## config.mk

```make
export PLATFORM = sky130hd
export DESIGN_NAME = spi_slave_tx_arbiter
export DESIGN_NICKNAME = d
export VERILOG_FILES = /design/src/rtl/spi_slave_tx_arbiter.sv
export SDC_FILE = /design/constraint.sdc
export NUM_CORES = 1
export LEC_CHECK = 0
export BUFFER_PORTS_ARGS = -buffer_cell sky130_fd_sc_hd__buf_4
export CAP_MARGIN = 30
export CORE_MARGIN = 2
export CORE_UTILIZATION = 40
export CTS_CLUSTER_SIZE = 28
export DETAILED_ROUTE_END_ITERATION = 10
export PLACE_DENSITY = 0.73
export SLEW_MARGIN = 20
export SYNTH_ARGS = -nofsm -noshare
export SYNTH_HDL_FRONTEND = slang
export SYNTH_SLANG_ARGS = --single-unit
```

## constraint.sdc

```tcl
create_clock -name sclk -period 1.4 [get_ports sclk]
set_input_delay 0 -clock sclk [delete_from_list [all_inputs] [get_ports sclk]]
set_output_delay 0 -clock sclk [all_outputs]
set_load 0.01 [all_outputs]
```

## src/rtl/spi_slave_tx_arbiter.sv

```systemverilog
// spi_slave_tx_arbiter: round-robin share of one SPI slave's transmit word among
// NUM_REQ requesters, plus a one-entry holding register for received words.
module spi_slave_tx_arbiter #(
    parameter int unsigned           DATA_WIDTH = 8,
    parameter int unsigned           NUM_REQ    = 4,
    parameter logic [DATA_WIDTH-1:0] FILL_WORD  = '1
) (
    input  logic                          sclk,
    input  logic                          rst_n,
    input  logic                          ss_n,
    input  logic [NUM_REQ-1:0]            req_valid,
    input  logic [NUM_REQ*DATA_WIDTH-1:0] req_data,
    output logic [NUM_REQ-1:0]            req_ready,
    output logic [NUM_REQ-1:0]            tx_done,
    input  logic                          tx_flush,
    output logic [NUM_REQ-1:0]            tx_drop,
    output logic [DATA_WIDTH-1:0]         slv_data_in,
    input  logic                          slv_send_ready,
    input  logic [DATA_WIDTH-1:0]         slv_data_out,
    input  logic                          slv_data_valid,
    output logic [DATA_WIDTH-1:0]         rx_data,
    output logic                          rx_valid,
    input  logic                          rx_ready,
    output logic                          rx_overrun,
    input  logic                          ovr_clr
);

    localparam int unsigned PTR_W = (NUM_REQ > 1) ? $clog2(NUM_REQ) : 1;

    typedef enum logic {
        EMPTY  = 1'b0,
        LOADED = 1'b1
    } state_t;

    state_t                  state_q, state_d;
    logic [PTR_W-1:0]        owner_q, owner_d;
    logic [PTR_W-1:0]        rr_ptr_q, rr_ptr_d;
    logic [DATA_WIDTH-1:0]   tx_word_q, tx_word_d;
    logic [NUM_REQ-1:0]      done_q, done_d;
    logic [NUM_REQ-1:0]      drop_q, drop_d;
    logic                    gnt_found;
    logic [PTR_W-1:0]        gnt_idx;
    logic                    ovr_set;

    // Round-robin search: first valid requester at or above rr_ptr, wrapping.
    always_comb begin
        int unsigned idx;
        gnt_found = 1'b0;
        gnt_idx   = '0;
        for (int unsigned k = 0; k < NUM_REQ; k++) begin
            idx = 32'(rr_ptr_q) + k;
            if (idx >= NUM_REQ) begin
                idx = idx - NUM_REQ;
            end
            if (!gnt_found && req_valid[idx]) begin
                gnt_found = 1'b1;
                gnt_idx   = PTR_W'(idx);
            end
        end
    end

    // TX state register and pulse outputs.
    always_ff @(posedge sclk or negedge rst_n) begin
        if (!rst_n) begin
            state_q   <= EMPTY;
            owner_q   <= '0;
            rr_ptr_q  <= '0;
            tx_word_q <= '0;
            done_q    <= '0;
            drop_q    <= '0;
        end else begin
            state_q   <= state_d;
            owner_q   <= owner_d;
            rr_ptr_q  <= rr_ptr_d;
            tx_word_q <= tx_word_d;
            done_q    <= done_d;
            drop_q    <= drop_d;
        end
    end

    // TX next-state: grant only while the bus is idle; leave LOADED on send or flush.
    always_comb begin
        state_d   = state_q;
        owner_d   = owner_q;
        rr_ptr_d  = rr_ptr_q;
        tx_word_d = tx_word_q;
        done_d    = '0;
        drop_d    = '0;
        req_ready = '0;
        case (state_q)
            EMPTY: begin
                if (ss_n && gnt_found && rst_n) begin
                    req_ready[gnt_idx] = 1'b1;
                    state_d            = LOADED;
                    owner_d            = gnt_idx;
                    tx_word_d          = req_data[32'(gnt_idx)*DATA_WIDTH +: DATA_WIDTH];
                    rr_ptr_d           = (32'(gnt_idx) == NUM_REQ - 1) ? '0 : gnt_idx + 1'b1;
                end
            end
            LOADED: begin
                if (slv_send_ready) begin
                    done_d[owner_q] = 1'b1;
                    state_d         = EMPTY;
                end else if (tx_flush && ss_n) begin
                    drop_d[owner_q] = 1'b1;
                    state_d         = EMPTY;
                end
            end
            default: state_d = EMPTY;
        endcase
    end

    assign slv_data_in = (state_q == LOADED) ? tx_word_q : FILL_WORD;
    assign tx_done     = done_q;
    assign tx_drop     = drop_q;

    assign ovr_set = slv_data_valid && rx_valid && !rx_ready;

    // RX holding register; a word arriving while the old one is still held is lost.
    always_ff @(posedge sclk or negedge rst_n) begin
        if (!rst_n) begin
            rx_data    <= '0;
            rx_valid   <= 1'b0;
            rx_overrun <= 1'b0;
        end else begin
            if (slv_data_valid) begin
                if (!rx_valid || rx_ready) begin
                    rx_data  <= slv_data_out;
                    rx_valid <= 1'b1;
                end
            end else if (rx_valid && rx_ready) begin
                rx_valid <= 1'b0;
            end
            rx_overrun <= ovr_set || (rx_overrun && !ovr_clr);
        end
    end

endmodule

```

# After elaboration in Yosys (flattened, before gate mapping)
# Index checks and enable logic that the tools add are counted.
[op_classes]
n_reduce_logical = 24
n_eq_ne = 2
addsub = 8
n_bitwise = 1
n_div = 0
order_cmp = 12
mux = 40
mul = 0
shift = 1
[ops]
columns = ["cell", "n"]
rows = [
  ["< comparator 32 x 3 -> 1 bit, second input constant", 4],
  ["2-to-1 mux 32 bit", 4],
  ["indexed part select 32 x 6 -> 8 bit", 1],
  ["2-to-1 mux 4 bit", 7],
  ["2-to-1 mux 1 bit", 16],
  ["logical AND 1 bit", 12],
  ["subtractor 3 x 3 -> 4 bit, second input constant", 3],
  ["2-to-1 mux 2 bit", 5],
  ["greater-or-equal comparator 3 bit, second input constant", 3],
  ["binary-select mux 1 bit (select 2 bit)", 4],
  ["2-to-1 mux 8 bit", 1],
  ["adder 2 x 2 -> 3 bit, second input constant", 2],
  ["zero test 1 bit", 6],
  ["< comparator 2 x 3 -> 1 bit, second input constant", 2],
  ["AND reduction 2 bit", 3],
  ["demux 1 bit (select 2 bit)", 2],
  ["greater-or-equal comparator 2 x 1 -> 1 bit, second input constant", 2],
  ["subtractor 2 x 3 -> 4 bit, second input constant", 1],
  ["adder 2 x 1 -> 3 bit, second input constant", 1],
  ["greater-or-equal comparator 2 x 3 -> 1 bit, second input constant", 1],
  ["adder 2 x 1 -> 2 bit, second input constant", 1],
  ["== test 2 bit, second input constant", 1],
  ["logical OR 1 bit", 2],
  ["inequality test 2 x 1 -> 1 bit, second input constant", 1],
  ["3 further kinds", 3],
]
[totals]
latch_bits = 0
rom_bits = 0
wordCells = 97
mem_bits_rw = 0
memories = 0
inputBits = 52
ff_bits = 31

# Logic depth before layout (Yosys ltp)
# Gate-level depths: netlist of the first run.
[depth]
word_depth = 20
mapped_depth = 9
depth_no_buf = 7

# Worst setup path after synthesis of the first run
# OpenSTA, ideal clock, no wires.
[synth_path]
path_kind = "reg-to-reg"
from = "register rr_ptr_q[0]"
to = "register rr_ptr_q[1]"
stages_incl_launch_ff = 10
required_ns = 1.283
period_less_slack_ns = 1.541
arrival_time_ns = 1.424
setup_time_ns = 0.117
slack_ns = -0.141
cell_sequence = "dfrtp_1 > nor2b_2 > a21oi_2 > o221ai_2 > buf_6 > buf_12 > inv_2 > ha_1 > nand2_1 > nand2_1"
[synth_via]
elab_chain_len = 17
[synth_rtl]
columns = ["item", "line", "rtl"]
rows = [
  ["from (decl)", "37", "logic [PTR_W-1:0] rr_ptr_q, rr_ptr_d;"],
  ["from (signal assigned)", "74", "rr_ptr_q <= rr_ptr_d;"],
  ["parallel branches: the longest is 17 deep, another holds subtractor 3 x 3 -> 4 bit", "n/a", ""],
]
# Several ways; the timed one is not identified. The select of a mux whose other input is x is not followed.
# A chain may end at the register's enable or synchronous reset.

# Final worst setup path of the first run
[layout_path]
from = "register rr_ptr_q[0]"
to = "output req_ready[3]"
[layout_via]
elab_chain_len = 20
[layout_rtl]
columns = ["item", "line", "rtl"]
rows = [
  ["parallel branches: the longest is 18 deep, another holds subtractor 3 x 3 -> 4 bit", "n/a", ""],
  ["2-to-1 mux 4 bit (*)", "92", "if (ss_n && gnt_found && rst_n) begin"],
  ["2-to-1 mux 4 bit (*)", "90", "case (state_q)"],
  ["to (decl)", "13", "output logic [NUM_REQ-1:0] req_ready,"],
]
# Mark *: on every way between the ends. The select of a mux whose other input is x is not followed.

==> results of run 1 <==
==> how the worst max path moves through the flow <==
stage,to,slack (ns),cells past startpoint
2_1_floorplan,rr_ptr_q[1],-0.06,9
3_3_place_gp,tx_word_q[7],-0.04,6
3_5_place_dp,tx_word_q[5],-0.11,6
4_1_cts,req_ready[3],-0.27,7
5_1_grt,req_ready[0],-0.36,7
6_report,req_ready[3],-0.30,7
==> synthesized netlist by cell type (all sizes together) <==
cell | number | area (um2)
a21o | 1 | 7.51
and2 | 1 | 6.26
inv | 4 | 15.0
o221ai | 9 | 85.1
clkbuf | 1 | 3.75
nand3b | 1 | 7.51
nor3 | 3 | 20.0
nor2b | 3 | 21.3
nand4b | 1 | 8.76
a21oi | 1 | 8.76
nand2 | 24 | 90.1
nand2b | 12 | 75.1
mux2 | 8 | 90.1
mux2i | 16 | 160
o22ai | 1 | 6.26
o21a | 1 | 7.51
o211ai | 1 | 7.51
dfrtp | 31 | 776
o22a | 1 | 10.0
o21ai | 2 | 10.0
and3 | 1 | 6.26
or3 | 1 | 6.26
a21boi | 1 | 7.51
nor2 | 10 | 37.5
nor4 | 1 | 6.26
buf | 4 | 41.3
ha | 1 | 12.5
==> power breakdown <==
group / total, mW / internal (mW) / switching [mW]
sequential: 1.25 / 1.11 / 0.144
combinational: 1.85 / 1.10 / 0.751
clock: 0.680 / 0.384 / 0.296
==> sequential cells by signal, indices dropped and copies added, names as in the netlist, 2 cells and up <==
signal     count
tx_drop        4
tx_word_q      8
owner_q        2
rx_data        8
tx_done        4
rr_ptr_q       2
==> routing by layer <==
| layer | GRT usage | up-vias | share of wire |
|---|---|---|---|
| met1 | 0.247 | 699 | 0.40 |
| met4 | 0.0573 | 0 | 0.011 |
| li1 | - | 728 | - |
| met2 | 0.379 | 72 | 0.52 |
| met5 | 0 | - | 0 |
| met3 | 0.0494 | 7 | 0.069 |
==> final cells by class <==
type,instances,share of cell area
well taps,48,0.0219
clock inverters,1,0.00183
repair buffers,117,0.358
flip-flops and latches,31,0.283
clock buffers,6,0.0301
multi-input cells,101,0.298
inverters,4,0.00730
==> cell families after synthesis <==
kind of cell,count (synthesis),synth area share
muxes,24,0.163
DFF,31,0.506
buffers and inverters,9,0.0392
AOI/OAI and AO/OA,18,0.0979
adders and majority gates,1,0.00816
and+or+nand+nor,58,0.186
==> critical path, delay by kind of cell, from the launching register on <==
family                     cells  cell delay, ns
AOI/OAI and AO/OA              1            0.26
adders and majority gates      1            0.15
buffers and inverters          2            0.24
DFF                            1            0.40
and+or+nand+nor                3            0.36
==> what timing repair did <==
item,CTS,global route
setup buffers,8,2
setup endpoints to repair,15,16
gates cloned,1,0
pin swaps,8,8
hold buffers,13,0
gates resized for setup,21,17
endpoints found under the hold margin,42,0
==> impl_metrics.toml, run 1 <==
[run_status]
outcome = "finished, violations left"
violations = "negative setup slack"

[routing]
post_drt_wl_per_cell_um = 14.3
viasPerCell = 4.89
drt_iter0_drc = 68
drtPass1Iterations = 4
ant_nets = 0
num_vias = 1506
postRouteWirelength_mm = 4.40
drcViolationCount = 0

[setup_path]
path_max_fanout = 3
cp_common_cell = "buf_6"
r2r_slack_ns = -0.19
cp-end-kind = "output pin"
r2r_end = "tx_word_q[4]"
cp_cell_sequence = "nor2b_2 -> nor2_1 -> o22a_2 -> buf_6 -> ha_4 -> and2_4 -> buf_6"
cp_slowest_stage_delay_ns = 0.40
r2r_cells = 7
crit_start = "rr_ptr_q[0]"
crit_required_ns = 1.40
crit_path_start_kind = "flip-flop"
crit_arrival_ns = 1.70
cp_slowest_cell = "dfrtp_1"
path_class = "reg2out"
reg2reg_from = "rr_ptr_q[0]"

[timing]
hold_violations = 0
rsz0062_at_grt = "yes"
finalCriticalPeriod_ns = 1.70
fin_ws_ns = -0.295
setup_tns_ns = -2.78
fin_crit_sh = 1.21
relSlewSlack = 0.729
clock.fmax_mhz = 590
setup_viol = 16
holdWs_ns = 0.0210
maxSlewViolCount = 0
finClkSkew_ns = 0.0124
worst_pin_slew_ns = 0.405

[clock_tree]
cts_buffers = 5
htree_levels = 2
cts.sinks = 31
path_clk_slew_ns = 0.07
clk_path_buf_depth = 2
cts_tree = "done"
cts-root-buf = "clkbuf_8"
clkLatencyLatePin_ns = 0.28

[cells_and_area]
design_area_um2 = 2740
drive_above_1_share = 0.577
layout.nets = 313
multi_input_area_um2 = 816
fill_cells = 236
mostFrequentLayoutCells = "buf_4 (96), dfrtp_1 (31), nand2_1 (22)"
seqCellArea_um2 = 776
final_util = 0.749
instances_no_fill = 308
diodes = 0
syn_to_final_growth_pct = 78.7
final_common_cell = "buf_4"

[grt]
grt_max_degree = 32
antenna_found_initial = 0
first_global_vias = 1547
grt.total_usage = 0.210
overflow = 0
grt_pass1_wl_mm = 6.93

[die]
die_height_um = 65.9
core-area_um2 = 3660
die_w_um = 65.9
die-area_um2 = 4350
initial_core_util = 0.419
num_rows = 22
io_pins = 82

[synth]
syn_avg_cell_area_um2 = 10.9
synthesis.area_um2 = 1530
seq_area_frac_synth = 0.506
synth_cells = 141
synth.distinct_cells = 33
synth-seq-cells = 31
synth_warnings = 0
synth_fp_nets = 194

[place]
post-place-ws_ns = -0.110
dp.cells = 280
dpl-instance-area_um2 = 2310
place_hpwl_mm = 2.93
globalplace.congestion = 0.768
io_buffers = 81

[run]
cap_violations = 0

[worst_hold_path]
hold_depth = 3
worstHoldEndpoint = "tx_word_q[4]"
worstHoldStart = "req_data[20]"
min_path_type = "in2reg"

[power_and_ir_drop]
power_density_nw_per_um2 = 1380
power_leakage_nw = 1.35
max-vdd-ir-drop_uv = 1080
power.total_mw = 3.78
Power figures use the tool's default switching activity.
==> inputs of run 2 (changes only) <==
--- a/config.mk
+++ b/config.mk
@@ -11,6 +11,7 @@
 export CORE_UTILIZATION = 40
 export CTS_CLUSTER_SIZE = 28
 export DETAILED_ROUTE_END_ITERATION = 10
+export HOLD_SLACK_MARGIN = 0.1
 export PLACE_DENSITY = 0.73
 export SLEW_MARGIN = 20
 export SYNTH_ARGS = -nofsm -noshare
==> run 2 against run 1 <==
The run still ends with negative setup slack left. Non-clock buffer count is 34 higher. Sequential cell count stayed put. Sequential share of layout area is 3.5 points lower. Combinational power is 16% higher.
==> impl_metrics.toml, run 2 (synthesized netlist as in run 1, its figures left out) <==
[setup_path]
crit_start = "rr_ptr_q[0]"
path_max_fanout = 6
reg2reg_from = "rr_ptr_q[0]"
cp-end-kind = "flip-flop"
path_class = "reg2reg"
crit_required_ns = 1.55
crit_path_start_kind = "flip-flop"
crit_arrival_ns = 1.97

[power_and_ir_drop]
power.total_mw = 4.16
p_sw_mw = 1.46
power_leakage_nw = 1.48
p_clk_frac = 0.170
swShare = 0.351
pwr-share-seq = 0.312
max-vdd-ir-drop_uv = 987
pwr-share-comb = 0.518
power.internal_mw = 2.70
power_density_nw_per_um2 = 1330

[die]
num_rows = 22
io_pins = 82
die_w_um = 65.9
die-area_um2 = 4350
die_height_um = 65.9
initial_core_util = 0.419
core-area_um2 = 3660

[routing]
drtPass1Iterations = 4
post_drt_wl_per_cell_um = 19.6
postRouteWirelength_mm = 6.70
ant_nets = 0
drcViolationCount = 0
viasPerCell = 5.30
drt_iter0_drc = 105
num_vias = 1814

[clock_tree]
cts_tree = "done"
cts_buffers = 5
path_clk_slew_ns = 0.07
cts-root-buf = "clkbuf_8"
clk_path_buf_depth = 2
clkLatencyLatePin_ns = 0.29
cts.sinks = 31
htree_levels = 2

[cells_and_area]
diodes = 0
top_regs = "rx_data x8, tx_word_q x8"
final_util = 0.857
mostFrequentLayoutCells = "buf_4 (94), dlygate4sd3_1 (48), dfrtp_1 (30)"
syn_to_final_growth_pct = 105
drive_above_1_share = 0.527
layout.nets = 347
final_common_cell = "buf_4"

[grt]
grt_max_degree = 32
first_global_vias = 1968
grt.total_usage = 0.296
overflow = 0
antenna_found_initial = 0
grt_pass1_wl_mm = 9.40

[timing]
fin_crit_sh = 1.30
rsz0062_at_grt = "yes"
finClkSkew_ns = 0.0146
finalCriticalPeriod_ns = 1.82
setup_viol = 16
hold_violations = 0
relSlewSlack = 0.732
maxSlewViolCount = 0
clock.fmax_mhz = 550
fin_ws_ns = -0.419
worst_pin_slew_ns = 0.400

[place]
place_hpwl_mm = 2.93
globalplace.congestion = 0.768
io_buffers = 81

[run]
cap_violations = 0

[run_status]
violations = "negative setup slack"
outcome = "finished, violations left"

[worst_hold_path]
min_path_type = "in2reg"
worstHoldStart = "ss_n"
run 2: changes by cell type in the layout (fill, tap and decap cells not counted), sizes merged:
cell and change:
buf -1, dlygate4sd3 +35
run 2: worst paths after layout:
kind                       cells after the start      endpoint  slack, ns
hold reg to reg                                1    rx_data[7]       0.51
hold / removal                                 3    tx_drop[2]       0.10
min in group asynchronous                      3  tx_word_q[5]       0.29
max in group asynchronous                      3   rr_ptr_q[1]       0.82
setup / recovery                               7  tx_word_q[3]      -0.42
setup reg to reg                               7  tx_word_q[3]      -0.42
run 2: repair_timing:
item | in CTS | in global routing
endpoints found under the hold margin | 58 | 0
setup buffers | 8 | 0
endpoints found under the setup margin | 15 | 16
gates resized for setup | 21 | 27
hold buffers | 48 | 0
pin swaps | 8 | 9
gates cloned | 1 | 0
run 2: cell type report:
| type | instances | area (um2) |
|---|---|---|
| clock inverters | 1 | 5.00 |
| fillers | 159 | 523 |
| multi-input cells | 101 | 868 |
| clock buffers | 6 | 82.6 |
| repair buffers | 151 | 1330 |
| inverters | 4 | 20.0 |
| flip-flops and latches | 31 | 777 |
| well taps | 48 | 60.1 |
run 2: layer usage:
layer / global-route usage / wire length [um] / up-vias
met5: 0 / 0 / -
met4: 0.146 / 315 / 0
met3: 0.0613 / 443 / 25
met2: 0.549 / 3480 / 121
met1: 0.312 / 2460 / 870
li1: - / - / 798
run 2: worst max-delay path: stages, from the launching register on:
cell and delay, ns:
dfrtp_1 0.43, nor2b_2 0.19, a21oi_2 0.06, o221ai_2 0.22, buf_12 0.17, buf_12 0.14
mux2i_2 0.29, o221ai_2 0.15
run 2: metrics by stage:
stage                     std cells  hold WS (ns)  worst slack (ns)  TNS (ns)  area (um2)
after floorplan                 141        -0.296           -0.0645    -0.362        1550
after global placement          280        0.0459           -0.0419    -0.251        2310
after detailed placement        280        0.0465            -0.110     -1.02        2310
after CTS                       343         0.111            -0.268     -2.99        3040
after global routing            342         0.125            -0.453     -5.75        3140
final                           342         0.103            -0.419     -4.88        3140
run 2: power by group through the flow:
stage          Clock (mW)  Sequential [mW]  Combinational (mW)
3_5_place_dp            0             1.26                1.30
5_1_grt             0.754             1.32                2.26
2_1_floorplan           0             1.26               0.773
4_1_cts             0.702             1.24                1.79
6_report            0.708             1.30                2.15
3_3_place_gp            0             1.25                1.27
